<file path="src/rtl/icmp_parser.sv">
// ICMP echo-request receive parser. Captures Ethernet/IPv4/ICMP frames from
// the MAC RX byte stream, validates them, and hands accepted echo requests to
// the sender through a single-entry valid/ack output register.
//
// Output handshake: icmp_req_pkt_valid_o rises when a request is loaded and
// stays high, with icmp_req_pkt_o frozen, until a one-cycle
// icmp_req_pkt_ack_i consumes it; a load in the same cycle as an ack wins.

package icmp_pkg;
    localparam int lp_ETH_HDR_SZ   = 14;
    localparam int lp_IP_HDR_SZ    = 20;
    localparam int lp_ICMP_HDR_SZ  = 8;
    localparam int lp_ICMP_DATA_SZ = 8;
    localparam int lp_ICMP_FRM_SZ  = lp_ETH_HDR_SZ + lp_IP_HDR_SZ + lp_ICMP_HDR_SZ + lp_ICMP_DATA_SZ;

    // Fields in wire order: byte 0 of the frame lands in the MSBs.
    typedef struct packed {
        logic [47:0]                  dst_mac;
        logic [47:0]                  src_mac;
        logic [15:0]                  ethertype;
        logic [7:0]                   ip_ver_ihl;
        logic [7:0]                   ip_tos;
        logic [15:0]                  ip_length;
        logic [15:0]                  ip_id;
        logic [2:0]                   ip_flags;     // [0] is MF
        logic [12:0]                  ip_frag_off;
        logic [7:0]                   ip_ttl;
        logic [7:0]                   ip_proto;
        logic [15:0]                  ip_checksum;
        logic [31:0]                  ip_src;
        logic [31:0]                  ip_dst;
        logic [7:0]                   icmp_type;
        logic [7:0]                   icmp_code;
        logic [15:0]                  icmp_checksum;
        logic [15:0]                  icmp_id;
        logic [15:0]                  icmp_seq;
        logic [lp_ICMP_DATA_SZ*8-1:0] icmp_data;
    } ether_icmp_frame_t;
endpackage

module icmp_parser
    import icmp_pkg::*;
(
    input  logic                                 clk,
    input  logic                                 rst_n,
    input  logic [47:0]                          hw_addr_i,
    input  logic [31:0]                          ip_addr_i,
    input  logic [7:0]                           mac_data_i,
    input  logic                                 mac_valid_i,
    input  logic                                 mac_last_i,
    output logic [$bits(ether_icmp_frame_t)-1:0] icmp_req_pkt_o,
    output logic                                 icmp_req_pkt_valid_o,
    input  logic                                 icmp_req_pkt_ack_i,
    output logic [15:0]                          rx_ok_cnt_o,
    output logic [15:0]                          rx_drop_cnt_o
);
    localparam int          FRM_BITS   = $bits(ether_icmp_frame_t);
    localparam logic [10:0] FRM_LEN    = 11'(lp_ICMP_FRM_SZ);
    localparam logic [10:0] IP_FIRST   = 11'(lp_ETH_HDR_SZ);
    localparam logic [10:0] ICMP_FIRST = 11'(lp_ETH_HDR_SZ + lp_IP_HDR_SZ);
    localparam logic [10:0] CNT_MAX    = 11'h7FF;
    localparam logic [15:0] IP_LEN     = 16'(lp_IP_HDR_SZ + lp_ICMP_HDR_SZ + lp_ICMP_DATA_SZ);

    typedef enum logic [1:0] {ST_IDLE, ST_RECV, ST_DISCARD, ST_CHECK} state_t;

    state_t            state_q, state_nxt;
    logic [10:0]       byte_cnt_q;
    ether_icmp_frame_t cap_q, out_q;
    logic [15:0]       ip_sum_q, icmp_sum_q;
    logic              hdr_bad_q;
    logic              verdict_vld_q, verdict_ok_q;
    logic              out_valid_q;
    logic [15:0]       ok_cnt_q, drop_cnt_q;

    logic [15:0]       word_in;
    logic [47:0]       dst_in;
    logic              early_rej, check_ok, discard_done, load;

    // One's-complement add with end-around carry.
    function automatic logic [15:0] ones_add(input logic [15:0] a, input logic [15:0] b);
        logic [16:0] s;
        s = {1'b0, a} + {1'b0, b};
        return s[15:0] + {15'd0, s[16]};
    endfunction

    // Current byte joined with already-captured bytes for multi-byte fields.
    assign word_in = {cap_q[7:0], mac_data_i};
    assign dst_in  = {cap_q[39:0], mac_data_i};

    // Header mismatches that can be spotted as the relevant byte arrives.
    always_comb begin
        early_rej = 1'b0;
        if (state_q == ST_RECV && mac_valid_i) begin
            if (byte_cnt_q == 11'd5 && dst_in != hw_addr_i && dst_in != '1) early_rej = 1'b1;
            if (byte_cnt_q == 11'd13 && word_in != 16'h0800)                 early_rej = 1'b1;
            if (byte_cnt_q == IP_FIRST && mac_data_i != 8'h45)               early_rej = 1'b1;
            if (byte_cnt_q == IP_FIRST + 11'd9 && mac_data_i != 8'h01)       early_rej = 1'b1;
        end
    end

    // Full verdict on the captured frame, evaluated while in ST_CHECK.
    always_comb begin
        check_ok = !hdr_bad_q
                && (byte_cnt_q >= FRM_LEN)
                && (cap_q.ip_dst == ip_addr_i)
                && (cap_q.ip_length == IP_LEN)
                && !cap_q.ip_flags[0]
                && (cap_q.ip_frag_off == 13'd0)
                && (cap_q.icmp_type == 8'd8)
                && (cap_q.icmp_code == 8'd0)
                && (ip_sum_q == 16'hFFFF)
                && (icmp_sum_q == 16'hFFFF);
    end

    // State register.
    always_ff @(posedge clk) begin
        if (!rst_n) state_q <= ST_IDLE;
        else        state_q <= state_nxt;
    end

    // Next-state logic; a frame starting during ST_CHECK is discarded.
    always_comb begin
        state_nxt    = state_q;
        discard_done = 1'b0;
        case (state_q)
            ST_IDLE: begin
                if (mac_valid_i) state_nxt = mac_last_i ? ST_CHECK : ST_RECV;
            end
            ST_RECV: begin
                if (mac_valid_i) begin
                    if (mac_last_i)     state_nxt = ST_CHECK;
                    else if (early_rej) state_nxt = ST_DISCARD;
                end
            end
            ST_DISCARD: begin
                if (mac_valid_i && mac_last_i) begin
                    state_nxt    = ST_IDLE;
                    discard_done = 1'b1;
                end
            end
            ST_CHECK: begin
                state_nxt = ST_IDLE;
                if (mac_valid_i) begin
                    if (mac_last_i) discard_done = 1'b1;
                    else            state_nxt    = ST_DISCARD;
                end
            end
            default: state_nxt = ST_IDLE;
        endcase
    end

    // Byte capture, byte counting and on-the-fly checksum accumulation.
    always_ff @(posedge clk) begin
        if (!rst_n) begin
            byte_cnt_q <= '0;
            cap_q      <= '0;
            ip_sum_q   <= '0;
            icmp_sum_q <= '0;
            hdr_bad_q  <= 1'b0;
        end else if (mac_valid_i && state_q == ST_IDLE) begin
            byte_cnt_q <= 11'd1;
            cap_q      <= ether_icmp_frame_t'(FRM_BITS'(mac_data_i));
            ip_sum_q   <= '0;
            icmp_sum_q <= '0;
            hdr_bad_q  <= 1'b0;
        end else if (mac_valid_i && state_q == ST_RECV) begin
            if (byte_cnt_q != CNT_MAX) byte_cnt_q <= byte_cnt_q + 11'd1;
            if (byte_cnt_q < FRM_LEN)  cap_q <= {cap_q[FRM_BITS-9:0], mac_data_i};
            if (byte_cnt_q[0] && byte_cnt_q > IP_FIRST && byte_cnt_q < ICMP_FIRST)
                ip_sum_q <= ones_add(ip_sum_q, word_in);
            if (byte_cnt_q[0] && byte_cnt_q > ICMP_FIRST && byte_cnt_q < FRM_LEN)
                icmp_sum_q <= ones_add(icmp_sum_q, word_in);
            if (early_rej) hdr_bad_q <= 1'b1;
        end
    end

    // Register the verdict, then commit it to the output register a cycle later.
    assign load = verdict_vld_q && verdict_ok_q && (!out_valid_q || icmp_req_pkt_ack_i);

    always_ff @(posedge clk) begin
        if (!rst_n) begin
            verdict_vld_q <= 1'b0;
            verdict_ok_q  <= 1'b0;
            out_q         <= '0;
            out_valid_q   <= 1'b0;
        end else begin
            verdict_vld_q <= (state_q == ST_CHECK);
            verdict_ok_q  <= check_ok;
            if (load) begin
                out_q       <= cap_q;
                out_valid_q <= 1'b1;
            end else if (icmp_req_pkt_ack_i) begin
                out_valid_q <= 1'b0;
            end
        end
    end

    // Frame statistics; a check drop and a discard can finish in the same cycle.
    always_ff @(posedge clk) begin
        if (!rst_n) begin
            ok_cnt_q   <= '0;
            drop_cnt_q <= '0;
        end else begin
            ok_cnt_q   <= ok_cnt_q + {15'd0, load};
            drop_cnt_q <= drop_cnt_q + {15'd0, verdict_vld_q && !load} + {15'd0, discard_done};
        end
    end

    assign icmp_req_pkt_o       = out_q;
    assign icmp_req_pkt_valid_o = out_valid_q;
    assign rx_ok_cnt_o          = ok_cnt_q;
    assign rx_drop_cnt_o        = drop_cnt_q;
endmodule
</file>
<file path="config.mk">
export PLATFORM = sky130hd
export DESIGN_NAME = icmp_parser
export DESIGN_NICKNAME = d
export VERILOG_FILES = /design/src/rtl/icmp_parser.sv
export SDC_FILE = /design/constraint.sdc
export NUM_CORES = 2
export LEC_CHECK = 0
export ABC_AREA = 1
export CAP_MARGIN = 20
export CORE_MARGIN = 2
export CORE_UTILIZATION = 30
export DETAILED_ROUTE_END_ITERATION = 10
export PLACE_DENSITY = 0.55
export RECOVER_POWER = 25
export SYNTH_ARGS = -nofsm -noshare
export SYNTH_HDL_FRONTEND = slang
export SYNTH_SLANG_ARGS = --single-unit
</file>
<file path="constraint.sdc">
create_clock -name clk -period 3.6 [get_ports clk]
set_clock_uncertainty 0.1 [all_clocks]
set_input_delay 1.08 -clock clk [delete_from_list [all_inputs] [get_ports clk]]
set_output_delay 1.08 -clock clk [all_outputs]
set_load 0.05 [all_outputs]
</file>
==> results by group <==
Pwr
  – Pwr/cell area: 490 nW/um^2
  – Leak pwr: 17.9 nW
  – Max rail drop VDD: 0.367 mV

GRT
  – Gr ovfl total: 0
  – Largest net degree at the start of global routing: 140
  – First-pass GRT wire length: 179000 um
  – Initial antenna violation count: 8
  – Vias in the first global route: 28600
  – Gr usage total: 0.198

Synth
  – FF+latch count, synth: 881
  – Largest cells by area after synthesis: dfxtp_1 51%, o21ai_0 12%, nor2_1 8.6%
  – Main flop type after synthesis: dfxtp_1
  – Async SR Flop Fraction: 0
  – Warnings, synthesis: 0
  – Post-Syn Area per Cell: 7.73 um^2
  – Area leader, netlist: dfxtp_1
  – Distinct cells, synth: 53
  – Post-synth top area share: 0.514
  – Syn_nets: 4580
  – Synth Instances: 4442
  – Post-synth EDFFs: 0
  – Syn Std Cell Area: 34300 um^2
  – Seq/Total Area, Yosys: 0.514

Worst setup path
  – CP required: 4110 ps
  – Crit path largest cell delay: 1190 ps
  – Worst path cell trace: dlymetal6s2s_1 > inv_1 > nor2_4 > clkinv_1 > clkbuf_2 > nor2_1 > o21ai_0 > inv_1
  – Crit start category: input port
  – R2r endpoint: ip_sum_q[15]
  – CP top delay family: buffers and inverters
  – Most frequent CP cell: inv_1
  – Worst Path Arrival: 3860 ps
  – CP max FO: 30
  – CP Buf/Inv Count: 5
  – Crit path capture type: flip-flop
  – R2r worst-path depth: 22
  – Worst setup path class: input port to flip-flop
  – FF-to-FF Start: cap_q[5]
  – CP max-delay cell: dlymetal6s2s_1
  – Setup slack, reg-to-reg: 380 ps

Placement
  – IO buf count: 525
  – RePlAce Congestion: 0.870
  – HPWL after DPL: 86000 um

Timing
  – Slew margin rel.: -0.104
  – Final min period: 3350 ps
  – Final hold vios: 0
  – Max Fclk: 299 MHz
  – Worst-margin pin slew: 1650 ps
  – RSZ-0062 raised after global routing: no
  – Post-Route Setup TNS: 0 ps
  – Final Max Tran Viols: 28
  – # setup viols final: 0
  – Period utilization: 0.930

Die
  – Ports: 526
  – Width of the die: 342 um
  – Core area: 114000 um^2
  – Die area: 117000 um^2
  – Rows: 124
  – Initial core utilization: 0.301
  – Die H: 342 um

CTS
  – Clk root buf: clkbuf_16
  – Worst-Skew Late Latency: 690 ps
  – Hold-fix buffers, CTS: 0
  – CTS clk-pin slew, worst paths: 60 ps
  – CTS Buffer Depth: 3
  – CTS tree: built
  – TritonCTS buffer count: 96
  – Clock sinks: 881
  – H-tree depth: 3

Drt
  – Routed Antenna Nets: 0
  – Via Count: 30600
  – DRT Wirelength: 120000 um
  – Vias per std cell: 4.66
  – Pre-Repair DR Iteration Count: 5
  – DR WL/cell: 18.3 um
  – Initial DRC Count: 2107
  – DRC errors left: 0

Hold path
  – Hold depth: 2
  – Worst hold start: cap_q[397]
  – Worst Hold Path EP: icmp_req_pkt_o[397]
  – Worst min path class: flip-flop to flip-flop

Cells and area
  – Commonest cells after routing, fill and taps aside: 881 x dfxtp_1, 852 x o21ai_0, 781 x nor2_1
  – Final #Nets: 5113
  – Fillers: 11700
  – Fin util: 0.400
  – Most common cell after layout, fill and taps aside: dfxtp_1
  – Area Overhead vs Synth: 32.6%
  – Layout cells sized above 1: 0.0829

Outcome
  – Failing checks: capacitance limit, slew limit
  – Status: complete, but fails checks

Run
  – Maxcap violations: 1
[per-layer routing]
metal / GRT usage / share of wire / routed length (um) / vias to the layer above
met5: 0 / 0.00039 / 47 / -
met4: 0.0513 / 0.021 / 2520 / 6
met3: 0.0357 / 0.054 / 6440 / 143
met2: 0.315 / 0.45 / 54500 / 736
met1: 0.274 / 0.47 / 56500 / 14100
li1: - / - / - / 15700
[per-stage QoR]
| step | power (mW) | hold WS (ps) | instance area, um^2 | cells | setup slack [ps] |
|---|---|---|---|---|---|
| 2_1_floorplan | 11.4 | 320 | 34400 | 4442 | -36.3 |
| 3_3_place_gp | 12.2 | 336 | 42200 | 6388 | -782 |
| 3_5_place_dp | 12.2 | 334 | 42200 | 6388 | -807 |
| 4_1_cts | 22.6 | 349 | 45500 | 6565 | 36.5 |
| 5_1_grt | 23.2 | 358 | 45500 | 6568 | 8.69 |
| 6_report | 22.3 | 341 | 45500 | 6569 | 251 |
[worst max-delay path by stage]
stage	depth (start not counted)	from	slack [ps]	end
floorplan	21	mac_data_i[0]	-40	ip_sum_q[9]
global placement	25	mac_data_i[0]	-780	ip_sum_q[14]
detailed placement	25	mac_data_i[0]	-810	ip_sum_q[14]
CTS	24	mac_data_i[1]	40	ip_sum_q[14]
global route	6	rst_n	9	cap_q[270]
finish	8	rst_n	250	ip_sum_q[6]
[cell usage after synthesis, drive strengths merged (2+ instances only)]
cell	count
a211oi	2
a21oi	551
a22o	2
and3	2
buf	66
clkbuf	208
dfxtp	881
fa	3
ha	42
inv	414
nand2	342
nand3	81
nand3b	3
nand4	43
nor2	793
nor3	31
nor3b	2
nor4	18
nor4b	2
o21a	2
o21ai	854
o21bai	3
o22ai	3
or2	5
xnor2	42
xor2	36
[registers in the layout, indices dropped and copies added, names as in the netlist]
signal and count:
cap_q 400, icmp_req_pkt_o 400, icmp_sum_q 16, ip_sum_q 16, rx_drop_cnt_o 16, rx_ok_cnt_o 16, byte_cnt_q 11, state_q 2
hdr_bad_q 1, icmp_req_pkt_valid_o 1, verdict_ok_q 1, verdict_vld_q 1
[worst register-to-register path, cell delays in order, from the launching register on]
cell      delay (ps)
dfxtp_1          610
ha_1             320
nand2_1           70
inv_1             70
nand3_1          100
nor3_1           140
nand2_1           90
nand2_1           80
a21oi_1           60
o21bai_1         150
ha_2             220
buf_4            110
nand2_1           60
nor2_2           150
nand2_2           80
nor2_4           140
nand2_2           70
nor2_4           150
nand3_1           90
nand2_1           70
nand3_1           70
nand2_1           90
inv_1             40
[power by group]
| group | leakage (nW) | switching, mW | internal, mW |
|---|---|---|---|
| Clock | 1.63 | 4.26 | 6.10 |
| Sequential | 7.12 | 0.246 | 10.0 |
| Combinational | 9.14 | 1.09 | 0.596 |
| Total | 17.9 | 5.60 | 16.7 |
[timing repair]
| action | 4_1_cts | 5_1_grt |
|---|---|---|
| hold endpoints to repair | 0 | 0 |
| endpoints found under the setup margin | 7 | 21 |
| pin swaps | 0 | 7 |
| buffers inserted | 0 | 1 |
| resized for setup | 2 | 23 |
| gates cloned | 0 | 0 |
[cell type report]
cell class	instances	area (um^2)	share of cell area
inverter	415	1570	0.0346
multi-input combinational	2872	14200	0.311
tap	1512	1890	0.0416
sequential	881	17600	0.387
antenna	3	7.51	0.000165
clock inverter	35	522	0.0115
clock buffer	142	2820	0.0619
timing repair buffer	709	6910	0.152
[cells by family (layout without fill, tap and decap cells)]
kind of cell | count (synthesis) | count (layout) | synth area share
DFF | 881 | 881 | 0.514
other | 0 | 3 | 0
buffers and inverters | 689 | 1301 | 0.0783
and+or+nand+nor | 1324 | 1324 | 0.159
AOI/OAI and AO/OA | 1425 | 1425 | 0.210
adders and majority gates | 45 | 45 | 0.0171
xor gates and xnor gates | 78 | 78 | 0.0219
(Power assumes the default switching activity.)
